### src/rtl/spi_pkg.sv
// Shared types for the SPI master shift engine.
package spi_pkg;

   typedef enum logic [1:0] {
      IDLE,
      CS_SETUP,
      XFER,
      CS_HOLD
   } spi_state_e;

   typedef struct packed {
      logic cpol;
      logic cpha;
   } spi_mode_t;

   localparam int unsigned SPI_DATA_W_DEF = 8;

endpackage

### src/rtl/spi_clk_div.sv
// SCLK half-period divider: free-running 0..CLK_DIV-1 while enabled, tick on the last count.
module spi_clk_div #(
   parameter int unsigned CLK_DIV = 4
) (
   input  logic clk,
   input  logic rst,
   input  logic en_i,
   input  logic clr_i,
   output logic tick_o
);

   localparam int unsigned CNT_W = (CLK_DIV > 1) ? $clog2(CLK_DIV) : 1;
   localparam logic [CNT_W-1:0] CNT_MAX = CNT_W'(CLK_DIV - 1);

   logic [CNT_W-1:0] cnt_q;
   logic [CNT_W-1:0] cnt_d;

   always_comb begin
      cnt_d = cnt_q;
      if (clr_i) begin
         cnt_d = '0;
      end else if (en_i) begin
         cnt_d = (cnt_q == CNT_MAX) ? '0 : cnt_q + CNT_W'(1);
      end
   end

   always_ff @(posedge clk) begin
      if (rst) begin
         cnt_q <= '0;
      end else begin
         cnt_q <= cnt_d;
      end
   end

   assign tick_o = en_i & (cnt_q == CNT_MAX);

endmodule

### src/rtl/spi_shift_engine.sv
// SPI master shift engine: all four modes, MSB first, CS setup/hold of one SCLK half-period each.
module spi_shift_engine
   import spi_pkg::*;
#(
   parameter int unsigned DATA_W  = SPI_DATA_W_DEF,
   parameter int unsigned CLK_DIV = 4
) (
   input  logic              clk,
   input  logic              rst,
   input  logic              start,
   input  logic [1:0]        mode,
   input  logic [DATA_W-1:0] tx_data,
   output logic [DATA_W-1:0] rx_data,
   output logic              busy,
   output logic              done,
   output logic              sclk,
   output logic              mosi,
   input  logic              miso,
   output logic              cs_n
);

   if (CLK_DIV < 2) begin : g_bad_clk_div
      $error("spi_shift_engine: CLK_DIV must be >= 2");
   end
   if ((DATA_W < 2) || (DATA_W > 32)) begin : g_bad_data_w
      $error("spi_shift_engine: DATA_W must be in 2..32");
   end

   localparam int unsigned EDGE_W = $clog2(2 * DATA_W);
   localparam logic [EDGE_W-1:0] LAST_EDGE = EDGE_W'(2 * DATA_W - 1);

   spi_state_e        state_q, state_d;
   spi_mode_t         mode_q, mode_d;
   logic [DATA_W-1:0] sh_q, sh_d;
   logic [DATA_W-1:0] rx_q, rx_d;
   logic [EDGE_W-1:0] edge_q, edge_d;
   logic              start_q;
   logic              sclk_q, sclk_d;
   logic              mosi_q, mosi_d;
   logic              cs_n_q, cs_n_d;
   logic              busy_q, busy_d;
   logic              done_q, done_d;
   logic              tick;
   logic              accept;
   logic              leading;
   logic              last_edge;

   spi_clk_div #(
      .CLK_DIV(CLK_DIV)
   ) u_clk_div (
      .clk   (clk),
      .rst   (rst),
      .en_i  (state_q != IDLE),
      .clr_i (state_q == IDLE),
      .tick_o(tick)
   );

   assign accept    = start & ~start_q & (state_q == IDLE);
   assign leading   = ~edge_q[0];
   assign last_edge = (edge_q == LAST_EDGE);

   always_comb begin
      state_d = state_q;
      mode_d  = mode_q;
      sh_d    = sh_q;
      rx_d    = rx_q;
      edge_d  = edge_q;
      sclk_d  = sclk_q;
      mosi_d  = mosi_q;
      cs_n_d  = cs_n_q;
      busy_d  = busy_q;
      done_d  = done_q;
      unique case (state_q)
         IDLE: begin
            if (accept) begin
               state_d = CS_SETUP;
               mode_d  = spi_mode_t'(mode);
               sh_d    = tx_data;
               sclk_d  = mode[1];
               mosi_d  = mode[0] ? 1'b0 : tx_data[DATA_W-1];
               cs_n_d  = 1'b0;
               busy_d  = 1'b1;
               done_d  = 1'b0;
            end
         end
         CS_SETUP: begin
            if (tick) begin
               state_d = XFER;
               edge_d  = '0;
            end
         end
         XFER: begin
            if (tick) begin
               sclk_d = ~sclk_q;
               edge_d = edge_q + EDGE_W'(1);
               // Sampling shifts miso into the LSB, so sh[MSB] is always the next bit to drive.
               if (!mode_q.cpha) begin
                  if (leading) begin
                     sh_d = {sh_q[DATA_W-2:0], miso};
                  end else if (!last_edge) begin
                     mosi_d = sh_q[DATA_W-1];
                  end
               end else begin
                  if (leading) begin
                     mosi_d = sh_q[DATA_W-1];
                  end else begin
                     sh_d = {sh_q[DATA_W-2:0], miso};
                  end
               end
               if (last_edge) begin
                  state_d = CS_HOLD;
                  rx_d    = sh_d;
               end
            end
         end
         CS_HOLD: begin
            if (tick) begin
               state_d = IDLE;
               sclk_d  = mode_q.cpol;
               cs_n_d  = 1'b1;
               mosi_d  = 1'b0;
               busy_d  = 1'b0;
               done_d  = 1'b1;
            end
         end
         default: state_d = IDLE;
      endcase
   end

   always_ff @(posedge clk) begin
      if (rst) begin
         state_q <= IDLE;
         mode_q  <= '0;
         sh_q    <= '0;
         rx_q    <= '0;
         edge_q  <= '0;
         start_q <= 1'b0;
         sclk_q  <= 1'b0;
         mosi_q  <= 1'b0;
         cs_n_q  <= 1'b1;
         busy_q  <= 1'b0;
         done_q  <= 1'b0;
      end else begin
         state_q <= state_d;
         mode_q  <= mode_d;
         sh_q    <= sh_d;
         rx_q    <= rx_d;
         edge_q  <= edge_d;
         start_q <= start;
         sclk_q  <= sclk_d;
         mosi_q  <= mosi_d;
         cs_n_q  <= cs_n_d;
         busy_q  <= busy_d;
         done_q  <= done_d;
      end
   end

   assign rx_data = rx_q;
   assign busy    = busy_q;
   assign done    = done_q;
   assign sclk    = sclk_q;
   assign mosi    = mosi_q;
   assign cs_n    = cs_n_q;

endmodule

### config.mk
export PLATFORM = sky130hd
export DESIGN_NAME = spi_shift_engine
export DESIGN_NICKNAME = d
export VERILOG_FILES = /design/src/rtl/spi_pkg.sv /design/src/rtl/spi_clk_div.sv /design/src/rtl/spi_shift_engine.sv
export SDC_FILE = /design/constraint.sdc
export NUM_CORES = 1
export LEC_CHECK = 0
export ABC_AREA = 1
export CORE_UTILIZATION = 45
export CTS_CLUSTER_SIZE = 10
export DETAILED_ROUTE_END_ITERATION = 16
export GPL_TIMING_DRIVEN = 0
export HOLD_SLACK_MARGIN = 0.1
export PLACE_DENSITY = 0.73
export SLEW_MARGIN = 0
export SYNTH_ARGS = -nofsm -noshare
export SYNTH_HDL_FRONTEND = slang
export SYNTH_SLANG_ARGS = --single-unit
### constraint.sdc
create_clock -name clk -period 1.7 [get_ports clk]
set_clock_uncertainty 0.1 [all_clocks]
set_input_delay 0.51 -clock clk [delete_from_list [all_inputs] [get_ports clk]]
set_output_delay 0.51 -clock clk [all_outputs]
set_load 0.05 [all_outputs]
==> results.md, run 1 <==
| Metric | Reported | Unit |
|---|---|---|
| Total congestion overflow | 0 | - |
| Final Routed Wirelength | 3760 | um |
| Height of the die | 64.1 | um |
| Register-to-register setup slack | 0.12 | ns |
| Worst reg2reg endpoint | mosi | - |
| Later-pin clock latency in the skew report | 0.28 | ns |
| GRT Overall Usage | 0.209 | - |
| Cell at the slowest stage of the critical path | sky130_fd_sc_hd__clkdlybuf4s15_2 | - |
| Worst Setup Start Kind | register | - |
| Core box area | 0.00369 | mm^2 |
| Peak supply drop | 0.000889 | V |
| Number of iterations in the first detailed-routing pass | 4 | - |
| Most frequent cells after synthesis | 84 x sky130_fd_sc_hd__nand2_1, 41 x sky130_fd_sc_hd__nor2_1, 32 x sky130_fd_sc_hd__dfxtp_1 | - |
| Area of the die | 0.00411 | mm^2 |
| # setup viols final | 0 | - |
| Setup crit end kind | primary output | - |
| Synth Warn # | 0 | - |
| Mean number of vias per cell | 4.73 | - |
| Syn-to-layout area delta | 27.6 | % |
| Post-synthesis area per instance | 6.70 | um^2 |
| Tightest Hold Check Type | register to register | - |
| Worst endpoint required time | 1.09 | ns |
| Cell variety after synth | 27 | - |
| Width of the chip | 64.1 | um |
| Global-route wire length before repair | 6610 | um |
| Worst Hold Path Cells | 1 | - |
| Buffers added on ports | 26 | - |
| DRC Markers | 0 | - |
| Largest family of logic cells by synthesized area | simple AND/OR/NAND/NOR gates | - |
| Least-Margin Pin Slew | 0.299 | ns |
| Clock tree from TritonCTS | done | - |
| Routed length per placed instance | 10.9 | um |
| Leakage dissipation | 1.08 | nW |
| Post-layout instance count excluding filler cells | 344 | - |
| Max capacitance violation total | 0 | - |
| Synth async-reset ratio | 0 | - |
| Pint | 1.69 | mW |
| Part of the power in combinational logic | 0.461 | - |
| Critical Path Max Stage Delay | 0.38 | ns |
| Synth Area in Adders | 0.0577 | - |
| Clock input transition at the sequential cells of the worst setup and hold paths | 0.07 | ns |
| Cell chosen for the clock root | sky130_fd_sc_hd__clkbuf_8 | - |
| Compound-gate portion of the synthesized area | 0.0995 | - |
| Power density normalized to cell area | 1320 | mW/mm^2 |
| Register area share after synthesis | 0.369 | - |
| Fraction of layout instances using a drive strength above 1 | 0.186 | - |
| Pre-CTS worst setup slack | -0.462 | ns |
| Worst path cell trace | clkdlybuf4s15_2 | - |
| Total negative slack for setup checks | 0 | ns |
| Post-synthesis instance total | 259 | - |
| Initial cell density of the core | 0.470 | - |
| Instance count after placement with tap cells included | 333 | - |
| Critical Setup Path Class | register to primary output | - |
| Number of inserted diodes | 0 | - |
| Status | finished, final reports clean | - |
| Hold violation total from the final report | 0 | - |
| Synthesized-area fraction occupied by xor and xnor cells | 0.00505 | - |
| Placed wire-length estimate after detailed placement | 2760 | um |
| RSZ-0062 raised after global routing | no | - |
| Via count of the first global-routing pass | 1494 | - |
| Switching part of the total power | 0.419 | - |
| Pwr Total | 2.92 | mW |
| Leading cell types by total area after synthesis | sky130_fd_sc_hd__dfxtp_1 37%, sky130_fd_sc_hd__nand2_1 18%, sky130_fd_sc_hd__nor2_1 8.9%, sky130_fd_sc_hd__ha_1 5.8%, sky130_fd_sc_hd__inv_1 5.6% | - |
| Critical path fanouts, max | 2 | - |
| Min Clock Period, post-route | 1.63 | ns |
| Flops & latches, synth | 32 | - |
| Synth top area share | 0.369 | - |
| CTS buffer count | 5 | - |
| Critical path buffers and inverters | 1 | - |
| Final net count | 317 | - |
| Post-synthesis cell type with the largest combined area | sky130_fd_sc_hd__dfxtp_1 | - |
| Routed Antenna Nets | 0 | - |
| Basic-gate share of the synthesized area counting and, or, nand and nor cells | 0.373 | - |
| Commonest register cell after synthesis | sky130_fd_sc_hd__dfxtp_1 | - |
| Via count | 1627 | - |
| Boundary Pins | 27 | - |
| Most frequent cell after synthesis | sky130_fd_sc_hd__nand2_1 | - |
| Sequential cell fraction of total power | 0.331 | - |
| Final worst-path setup slack | 0.0665 | ns |
| Critical path data arrival time | 1.02 | ns |
| Post-synthesis instance area | 0.00174 | mm^2 |
| # H-tree levels | 2 | - |
| Largest delay contributor family on the critical path | buffers and inverters | - |
| Origin of the worst setup path | rx_data[7] | - |
| Pin count of the biggest net entering global routing | 11 | - |
| Sw Pwr | 1.22 | mW |
| Maximum clock insertion buffer count | 2 | - |
| Mux cell area share after synthesis | 0 | - |
| Number of antenna violations at the first check in global routing | 0 | - |
| Cts-stage hold buffer count | 0 | - |
| Fin crit share | 0.961 | - |
| Count of final max-slew check failures | 0 | - |
| Initial drt markers | 69 | - |
| Number of sinks on the clock net | 32 | - |
| Worst slew margin relative to its limit | 0.800 | - |
| Timing-limited maximum frequency | 612 | MHz |
| Rows | 22 | - |
| Crit Reg-Reg Startpoint | state_q[0] | - |
| Number of cells traversed by the worst register-to-register path | 11 | - |
| Number of synthesized flops with an enable pin | 0 | - |
| Post-synth net total | 281 | - |
| Levels on crit path | 1 | - |
| Clock network fraction of total power | 0.209 | - |
| Worst setup path endpoint | rx_data[7] | - |
| Final weighted congestion in routability-driven placement | 0.791 | - |
[sequential cells by signal, summed over array words and instances, names as in the netlist, 2 cells and up]
name	cells
u_clk_div.cnt_q	2
state_q	2
sh_q	8
rx_data	8
mode_q	2
edge_q	4
[routing by layer]
layer,global-route usage,part of all wire
met5,0,0
met4,0.0750,0.011
met3,0.0429,0.032
met2,0.335,0.45
met1,0.275,0.50
[cells in the final DEF (no fill, tap or decap), drive strengths merged]
master / netlist / routed
a211oi: 1 / 1
nor2: 43 / 43
ha: 8 / 8
nand3: 18 / 18
o21ai: 11 / 11
clkdlybuf4s50: 0 / 13
inv: 30 / 30
buf: 5 / 8
clkdlybuf4s15: 0 / 13
xor2: 1 / 1
clkbuf: 1 / 9
nor3: 1 / 1
a21oi: 16 / 16
a21boi: 1 / 1
nand2: 89 / 89
o211ai: 1 / 1
nand4: 1 / 1
dfxtp: 32 / 32
[cells by family (layout without fill, tap and decap cells)]
kind of cell             count (synthesis)  count (layout)
AND/OR/NAND/NOR                        152             152
adder cells (fa/ha/maj)                  8               8
buffers and inverters                   36              73
XOR/XNOR                                 1               1
flip-flops                              32              32
AO/OA/AOI/OAI                           30              30
[power by group through the flow]
stage	Combinational [mW]	Clock, mW	Sequential (mW)
after floorplan	0.926	0	1.06
after global placement	1.31	0	0.969
after detailed placement	1.31	0	0.971
after CTS	1.31	0.625	0.957
after global routing	1.54	0.657	0.984
final	1.34	0.608	0.964
[worst min path at each step]
| stage | from | endpoint | slack (ns) |
|---|---|---|---|
| 2_1_floorplan | u_clk_div.cnt_q[0] | u_clk_div.cnt_q[0] | 0.31 |
| 3_3_place_gp | u_clk_div.cnt_q[0] | u_clk_div.cnt_q[0] | 0.32 |
| 3_5_place_dp | u_clk_div.cnt_q[0] | u_clk_div.cnt_q[0] | 0.33 |
| 4_1_cts | u_clk_div.cnt_q[0] | u_clk_div.cnt_q[0] | 0.34 |
| 5_1_grt | u_clk_div.cnt_q[0] | u_clk_div.cnt_q[0] | 0.35 |
| 6_report | u_clk_div.cnt_q[0] | u_clk_div.cnt_q[0] | 0.33 |
[through the flow]
| step | instance area, um^2 | hold WS (ns) | util |
|---|---|---|---|
| 2_1_floorplan | 1740 | 0.305 | - |
| 3_3_place_gp | 2060 | 0.317 | 0.557 |
| 3_5_place_dp | 2060 | 0.326 | 0.557 |
| 4_1_cts | 2160 | 0.335 | 0.587 |
| 5_1_grt | 2210 | 0.350 | 0.600 |
| 6_report | 2210 | 0.334 | 0.600 |
[timing repair]
item | in CTS | in global routing
buffers inserted | 0 | 3
gates resized for setup | 42 | 14
endpoints found under the setup margin | 30 | 21
cloned | 0 | 0
[layout make-up]
type / count / area (um^2)
fillers: 360 / 1470
multi-input cells: 191 / 945
flip-flops and latches: 32 / 646
repair buffers: 29 / 299
inverters: 30 / 118
clock buffers: 8 / 90.1
well taps: 48 / 60.1
plain buffers: 6 / 57.6
Note: power is estimated with default switching activity, not from simulation.
==> run 2, diff against run 1 <==
--- a/config.mk
+++ b/config.mk
@@ -6,12 +6,12 @@
 export NUM_CORES = 1
 export LEC_CHECK = 0
 export ABC_AREA = 1
-export CORE_UTILIZATION = 45
+export CORE_UTILIZATION = 48
 export CTS_CLUSTER_SIZE = 10
 export DETAILED_ROUTE_END_ITERATION = 16
 export GPL_TIMING_DRIVEN = 0
 export HOLD_SLACK_MARGIN = 0.1
-export PLACE_DENSITY = 0.73
+export PLACE_DENSITY = 0.76
 export SLEW_MARGIN = 0
 export SYNTH_ARGS = -nofsm -noshare
 export SYNTH_HDL_FRONTEND = slang
==> run 2 against run 1 <==
Critical path depth stayed put. Worst setup slack got worse by 0.036 ns. Highest routed layer unchanged. Register-to-register slack is essentially flat. Via count grew 0.92%.
==> results.md, run 2 (synthesis gave the netlist of run 1 again) <==
| Metric | Reported | Unit |
|---|---|---|
| Worst Setup Start Kind | register | - |
| Area of the die | 0.00386 | mm^2 |
| Routed length per placed instance | 11.3 | um |
| Number of inserted diodes | 0 | - |
| Critical Path Max Stage Delay | 0.37 | ns |
| Later-pin clock latency in the skew report | 0.33 | ns |
| Status | finished, final reports clean | - |
| Height of the die | 62.1 | um |
| Routed Antenna Nets | 0 | - |
| Fin crit share | 0.982 | - |
| Most common library cell in the layout ignoring fill and taps | sky130_fd_sc_hd__nand2_1 | - |
| Global-route wire length before repair | 6500 | um |
| Final weighted congestion in routability-driven placement | 0.790 | - |
| Pint | 1.58 | mW |
| Boundary Pins | 27 | - |
| Initial cell density of the core | 0.512 | - |
| Largest delay contributor family on the critical path | buffers and inverters | - |
| Length of routed met2 wiring | 1780 | um |
| Worst setup path endpoint | mosi | - |
| Fraction of layout instances using a drive strength above 1 | 0.173 | - |
| Core box area | 0.00339 | mm^2 |
| Worst endpoint required time | 1.09 | ns |
| Leakage dissipation | 1.07 | nW |
| Uppermost signal routing layer after detailed routing | met4 | - |
| Detailed-route wire length on metal 1 | 1880 | um |
| Total congestion overflow | 0 | - |
| Worst slew margin relative to its limit | 0.791 | - |
| Number of cells traversed by the worst register-to-register path | 9 | - |
| Critical path data arrival time | 1.06 | ns |
| Part of the power in combinational logic | 0.494 | - |
| Via count | 1642 | - |
| Worst path cell trace | clkdlybuf4s15_2 | - |
| Clock input transition at the sequential cells of the worst setup and hold paths | 0.10 | ns |
| Critical Setup Path Class | register to primary output | - |
| Syn-to-layout area delta | 24.1 | % |
| Peak supply drop | 0.000764 | V |
| Crit Reg-Reg Startpoint | state_q[0] | - |
| Met3 wire length | 148 | um |
| Clock tree from TritonCTS | done | - |
| Pin count of the biggest net entering global routing | 11 | - |
| Timing-limited maximum frequency | 599 | MHz |
| Levels on crit path | 1 | - |
| Sequential cell fraction of total power | 0.344 | - |
| Critical path buffers and inverters | 1 | - |
| Final core utilization | 0.635 | - |
| Width of the chip | 62.1 | um |
| Min Clock Period, post-route | 1.67 | ns |
| CTS buffer count | 5 | - |
| Via count of the first global-routing pass | 1454 | - |
| Max capacitance violation total | 0 | - |
| Setup crit end kind | primary output | - |
| Number of antenna violations at the first check in global routing | 0 | - |
| Initial drt markers | 74 | - |
| Most frequent cells in the layout | 83 x sky130_fd_sc_hd__nand2_1, 39 x sky130_fd_sc_hd__nor2_1, 31 x sky130_fd_sc_hd__dfxtp_1, 23 x sky130_fd_sc_hd__inv_1, 17 x sky130_fd_sc_hd__nand3_1 | - |
| Least-Margin Pin Slew | 0.313 | ns |
| Worst reg2reg endpoint | rx_data[0] | - |
| RSZ-0062 raised after global routing | no | - |
| Clock network fraction of total power | 0.162 | - |
| Final Routed Wirelength | 3850 | um |
| GRT Overall Usage | 0.216 | - |
| Sw Pwr | 1.21 | mW |
| Count of final max-slew check failures | 0 | - |
| Maximum clock insertion buffer count | 2 | - |
| Hold violation total from the final report | 0 | - |
| Number of sinks on the clock net | 32 | - |
| Cts-stage hold buffer count | 0 | - |
| Critical path fanouts, max | 2 | - |
| Final net count | 316 | - |
| Rows | 21 | - |
| Origin of the worst setup path | mosi | - |
| Register-to-register setup slack | 0.11 | ns |
| Pwr Total | 2.79 | mW |
| DRC Markers | 0 | - |
| Cell at the slowest stage of the critical path | sky130_fd_sc_hd__clkdlybuf4s15_2 | - |
| # H-tree levels | 2 | - |
| Mean number of vias per cell | 4.82 | - |
| Placed wire-length estimate after detailed placement | 2730 | um |
| # setup viols final | 0 | - |
| Cell chosen for the clock root | sky130_fd_sc_hd__clkbuf_4 | - |
| Power density normalized to cell area | 1300 | mW/mm^2 |
| Buffers added on ports | 26 | - |
| Tightest Hold Check Type | register to register | - |
| Switching part of the total power | 0.434 | - |
| Number of iterations in the first detailed-routing pass | 4 | - |
## run 2: cell types whose count changed in the layout (fill, tap and decap cells not counted), moves of 2 or more
cell / before / now
sky130_fd_sc_hd__buf_2: 1 / 4
sky130_fd_sc_hd__clkbuf_4: 1 / 5
sky130_fd_sc_hd__clkbuf_8: 6 / 1
sky130_fd_sc_hd__clkdlybuf4s15_2: 13 / 8
sky130_fd_sc_hd__clkdlybuf4s18_2: 0 / 2
sky130_fd_sc_hd__ha_2: 2 / 0
## run 2: stage by stage
step                      setup slack (ns)  std cells  area, um^2  hold WS [ns]  TNS (ns)
after global routing              0.000767        341        2150         0.379         0
after detailed placement            -0.459        331        2050         0.323     -8.08
final                               0.0303        341        2150         0.336         0
after CTS                        0.0000875        339        2130         0.338         0
after global placement              -0.455        331        2050         0.318     -7.48
after floorplan                      0.164        259        1740         0.305         0
## run 2: timing repair
action                     CTS  global route
resized for setup           42            18
setup endpoints to repair   29            24
buffers inserted             0             2
pin swaps                    0             2
## run 2: final cells by class
class / instances / area [um^2]
Fill cell: 317 / 1240
Multi-Input combinational cell: 191 / 950
Sequential cell: 32 / 644
Timing Repair Buffer: 28 / 270
Inverter: 30 / 118
Clock buffer: 8 / 58.8
Tap cell: 46 / 57.6
Buffer: 6 / 55.1
## run 2: how the worst min path moves through the flow
stage,to,slack [ns],start,cells past startpoint
after detailed placement,u_clk_div.cnt_q[0],0.32,u_clk_div.cnt_q[0],1
after floorplan,u_clk_div.cnt_q[0],0.31,u_clk_div.cnt_q[0],1
final,u_clk_div.cnt_q[0],0.34,u_clk_div.cnt_q[0],1
after global routing,u_clk_div.cnt_q[0],0.38,u_clk_div.cnt_q[0],1
after CTS,u_clk_div.cnt_q[0],0.34,u_clk_div.cnt_q[0],1
after global placement,u_clk_div.cnt_q[0],0.32,u_clk_div.cnt_q[0],1
## run 2: power groups by stage
stage	Combinational [mW]	Sequential (mW)	Clock, mW
6_report	1.38	0.962	0.451
3_3_place_gp	1.30	0.968	0
4_1_cts	1.31	0.958	0.466
3_5_place_dp	1.31	0.974	0
2_1_floorplan	0.926	1.06	0
5_1_grt	1.56	0.979	0.503
## run 2: metal layers
metal | vias to the layer above | global-route usage
met5 | - | 0
met4 | 0 | 0.0930
met3 | 4 | 0.0496
met2 | 28 | 0.356
met1 | 733 | 0.268
li1 | 877 | -
==> run 3, diff against run 2 <==
--- a/config.mk
+++ b/config.mk
@@ -6,6 +6,7 @@
 export NUM_CORES = 1
 export LEC_CHECK = 0
 export ABC_AREA = 1
+export CORE_MARGIN = 5
 export CORE_UTILIZATION = 48
 export CTS_CLUSTER_SIZE = 10
 export DETAILED_ROUTE_END_ITERATION = 16
==> run 3 against run 2 <==
Final cell count unchanged. Worst setup slack gained 0.016 ns. Routed wire length grew 1.4%. Via count shrank 0.24%. Clock power about the same. Sequential power is essentially flat. Register-to-register slack about the same. Non-clock buffer count did not move.
==> results.md, run 3 (synthesis gave the netlist of run 1 again) <==
| Metric | Reported | Unit |
|---|---|---|
| Number of cells traversed by the worst register-to-register path | 9 | - |
| Count of final max-slew check failures | 0 | - |
| Hold path start | u_clk_div.cnt_q[0] | - |
| Multi-input logic area | 953 | um^2 |
| Height of the die | 70.1 | um |
| Final hold slack | 0.339 | ns |
| Final net count | 316 | - |
| # setup viols final | 0 | - |
| Routed length per placed instance | 11.5 | um |
| Worst slew margin relative to its limit | 0.790 | - |
| Total placed instance area | 0.00205 | mm^2 |
| Pin count of the biggest net entering global routing | 11 | - |
| Clock input transition at the sequential cells of the worst setup and hold paths | 0.10 | ns |
| Initial cell density of the core | 0.508 | - |
| Final Routed Wirelength | 3910 | um |
| Worst Setup Start Kind | register | - |
| Initial drt markers | 123 | - |
| Filler Cell Count | 341 | - |
| Buffers added on ports | 26 | - |
| Cell area after layout | 0.00215 | mm^2 |
| Cts-stage hold buffer count | 0 | - |
| Mean number of vias per cell | 4.80 | - |
| Number of antenna violations at the first check in global routing | 0 | - |
| Register-to-register setup slack | 0.10 | ns |
| Status | finished, final reports clean | - |
| Final core utilization | 0.629 | - |
| Largest delay contributor family on the critical path | buffers and inverters | - |
| Critical path fanouts, max | 2 | - |
| Most frequent cells in the layout | 83 x sky130_fd_sc_hd__nand2_1, 39 x sky130_fd_sc_hd__nor2_1, 30 x sky130_fd_sc_hd__dfxtp_1, 23 x sky130_fd_sc_hd__inv_1, 17 x sky130_fd_sc_hd__nand3_1 | - |
| Number of sinks on the clock net | 32 | - |
| DRC Markers | 0 | - |
| Cell at the slowest stage of the critical path | sky130_fd_sc_hd__clkdlybuf4s15_2 | - |
| Leakage dissipation | 1.07 | nW |
| Placed wire-length estimate after detailed placement | 2890 | um |
| Maximum clock insertion buffer count | 2 | - |
| Total congestion overflow | 0 | - |
| Boundary Pins | 27 | - |
| Worst path cell trace | clkdlybuf4s15_2 | - |
| Worst endpoint required time | 1.09 | ns |
| Critical path data arrival time | 1.04 | ns |
| Peak supply drop | 0.000834 | V |
| Cell chosen for the clock root | sky130_fd_sc_hd__clkbuf_4 | - |
| Min Clock Period, post-route | 1.65 | ns |
| Setup crit end kind | primary output | - |
| Critical Path Max Stage Delay | 0.37 | ns |
| Core box area | 0.00342 | mm^2 |
| Critical path buffers and inverters | 1 | - |
| Syn-to-layout area delta | 23.7 | % |
| Fin crit share | 0.973 | - |
| Critical Setup Path Class | register to primary output | - |
| Number of iterations in the first detailed-routing pass | 5 | - |
| Worst reg2reg endpoint | rx_data[0] | - |
| Rows | 21 | - |
| Area of the die | 0.00492 | mm^2 |
| Most common library cell in the layout ignoring fill and taps | sky130_fd_sc_hd__nand2_1 | - |
| Power density normalized to cell area | 1300 | mW/mm^2 |
| Fraction of layout instances using a drive strength above 1 | 0.180 | - |
| Hold path endpoint | u_clk_div.cnt_q[0] | - |
| Crit Reg-Reg Startpoint | state_q[0] | - |
| Clock tree from TritonCTS | done | - |
| Global-route wire length before repair | 6790 | um |
| Area occupied by registers | 646 | um^2 |
| Width of the chip | 70.1 | um |
| Hold violation total from the final report | 0 | - |
| Least-Margin Pin Slew | 0.314 | ns |
| # H-tree levels | 2 | - |
| Timing-limited maximum frequency | 605 | MHz |
| Tightest Hold Check Type | register to register | - |
| Via count | 1638 | - |
| GRT Overall Usage | 0.166 | - |
| Number of inserted diodes | 0 | - |
| Routed Antenna Nets | 0 | - |
| Via count of the first global-routing pass | 1490 | - |
| Later-pin clock latency in the skew report | 0.33 | ns |
| Max capacitance violation total | 0 | - |
| CTS buffer count | 5 | - |
| Worst Hold Path Cells | 1 | - |
| Final weighted congestion in routability-driven placement | 0.800 | - |
run 3: changes by cell type in the layout (fill, tap and decap cells not counted):
cell and delta:
sky130_fd_sc_hd__buf_2 +2, sky130_fd_sc_hd__clkdlybuf4s18_2 -1, sky130_fd_sc_hd__clkdlybuf4s15_2 -1, sky130_fd_sc_hd__dfxtp_1 -1
sky130_fd_sc_hd__a21boi_1 -1, sky130_fd_sc_hd__dfxtp_2 +1, sky130_fd_sc_hd__a21boi_2 +1
run 3: report_power, final:
part	internal, mW	switching [mW]
registers	0.895	0.0686
clock network	0.204	0.250
logic	0.485	0.900
total	1.58	1.22
run 3: how the worst max path moves through the flow:
stage | startpoint | endpoint | slack [ns] | cells past startpoint
6_report | rx_data[6] | rx_data[6] | 0.05 | 1
3_3_place_gp | rst | edge_q[2] | -0.47 | 5
3_5_place_dp | rst | sh_q[4] | -0.49 | 5
5_1_grt | state_q[0] | mosi | -0.005 | 11
4_1_cts | sclk | sclk | 0.004 | 1
2_1_floorplan | state_q[0] | mosi | 0.16 | 10
run 3: routing by layer:
metal | part of all wire | wire length (um) | GRT usage
met1 | 0.48 | 1860 | 0.226
met2 | 0.48 | 1860 | 0.263
met3 | 0.040 | 156 | 0.0402
met4 | 0.0067 | 26 | 0.0383
met5 | 0 | 0 | 0
run 3: area by class of cell:
cell class | instances | share of cell area
Buffer | 6 | 0.0256
Clock buffer | 8 | 0.0274
Inverter | 30 | 0.0548
Multi-Input combinational cell | 191 | 0.444
Sequential cell | 32 | 0.301
Tap cell | 46 | 0.0268
Timing Repair Buffer | 28 | 0.121
run 3: stage by stage:
stage	TNS [ns]	setup WS (ns)	power, mW	cells
3_3_place_gp	-7.73	-0.471	2.27	331
2_1_floorplan	0	0.164	1.99	259
5_1_grt	-0.00664	-0.00532	3.07	341
4_1_cts	0	0.00426	2.74	339
6_report	0	0.0465	2.80	341
3_5_place_dp	-8.23	-0.487	2.29	331
run 3: timing repair:
action                                  CTS  global route
cloned                                    0             0
resized for setup                        43            22
hold endpoints to repair                  0             0
endpoints found under the setup margin   30            24
setup buffers                             0             2
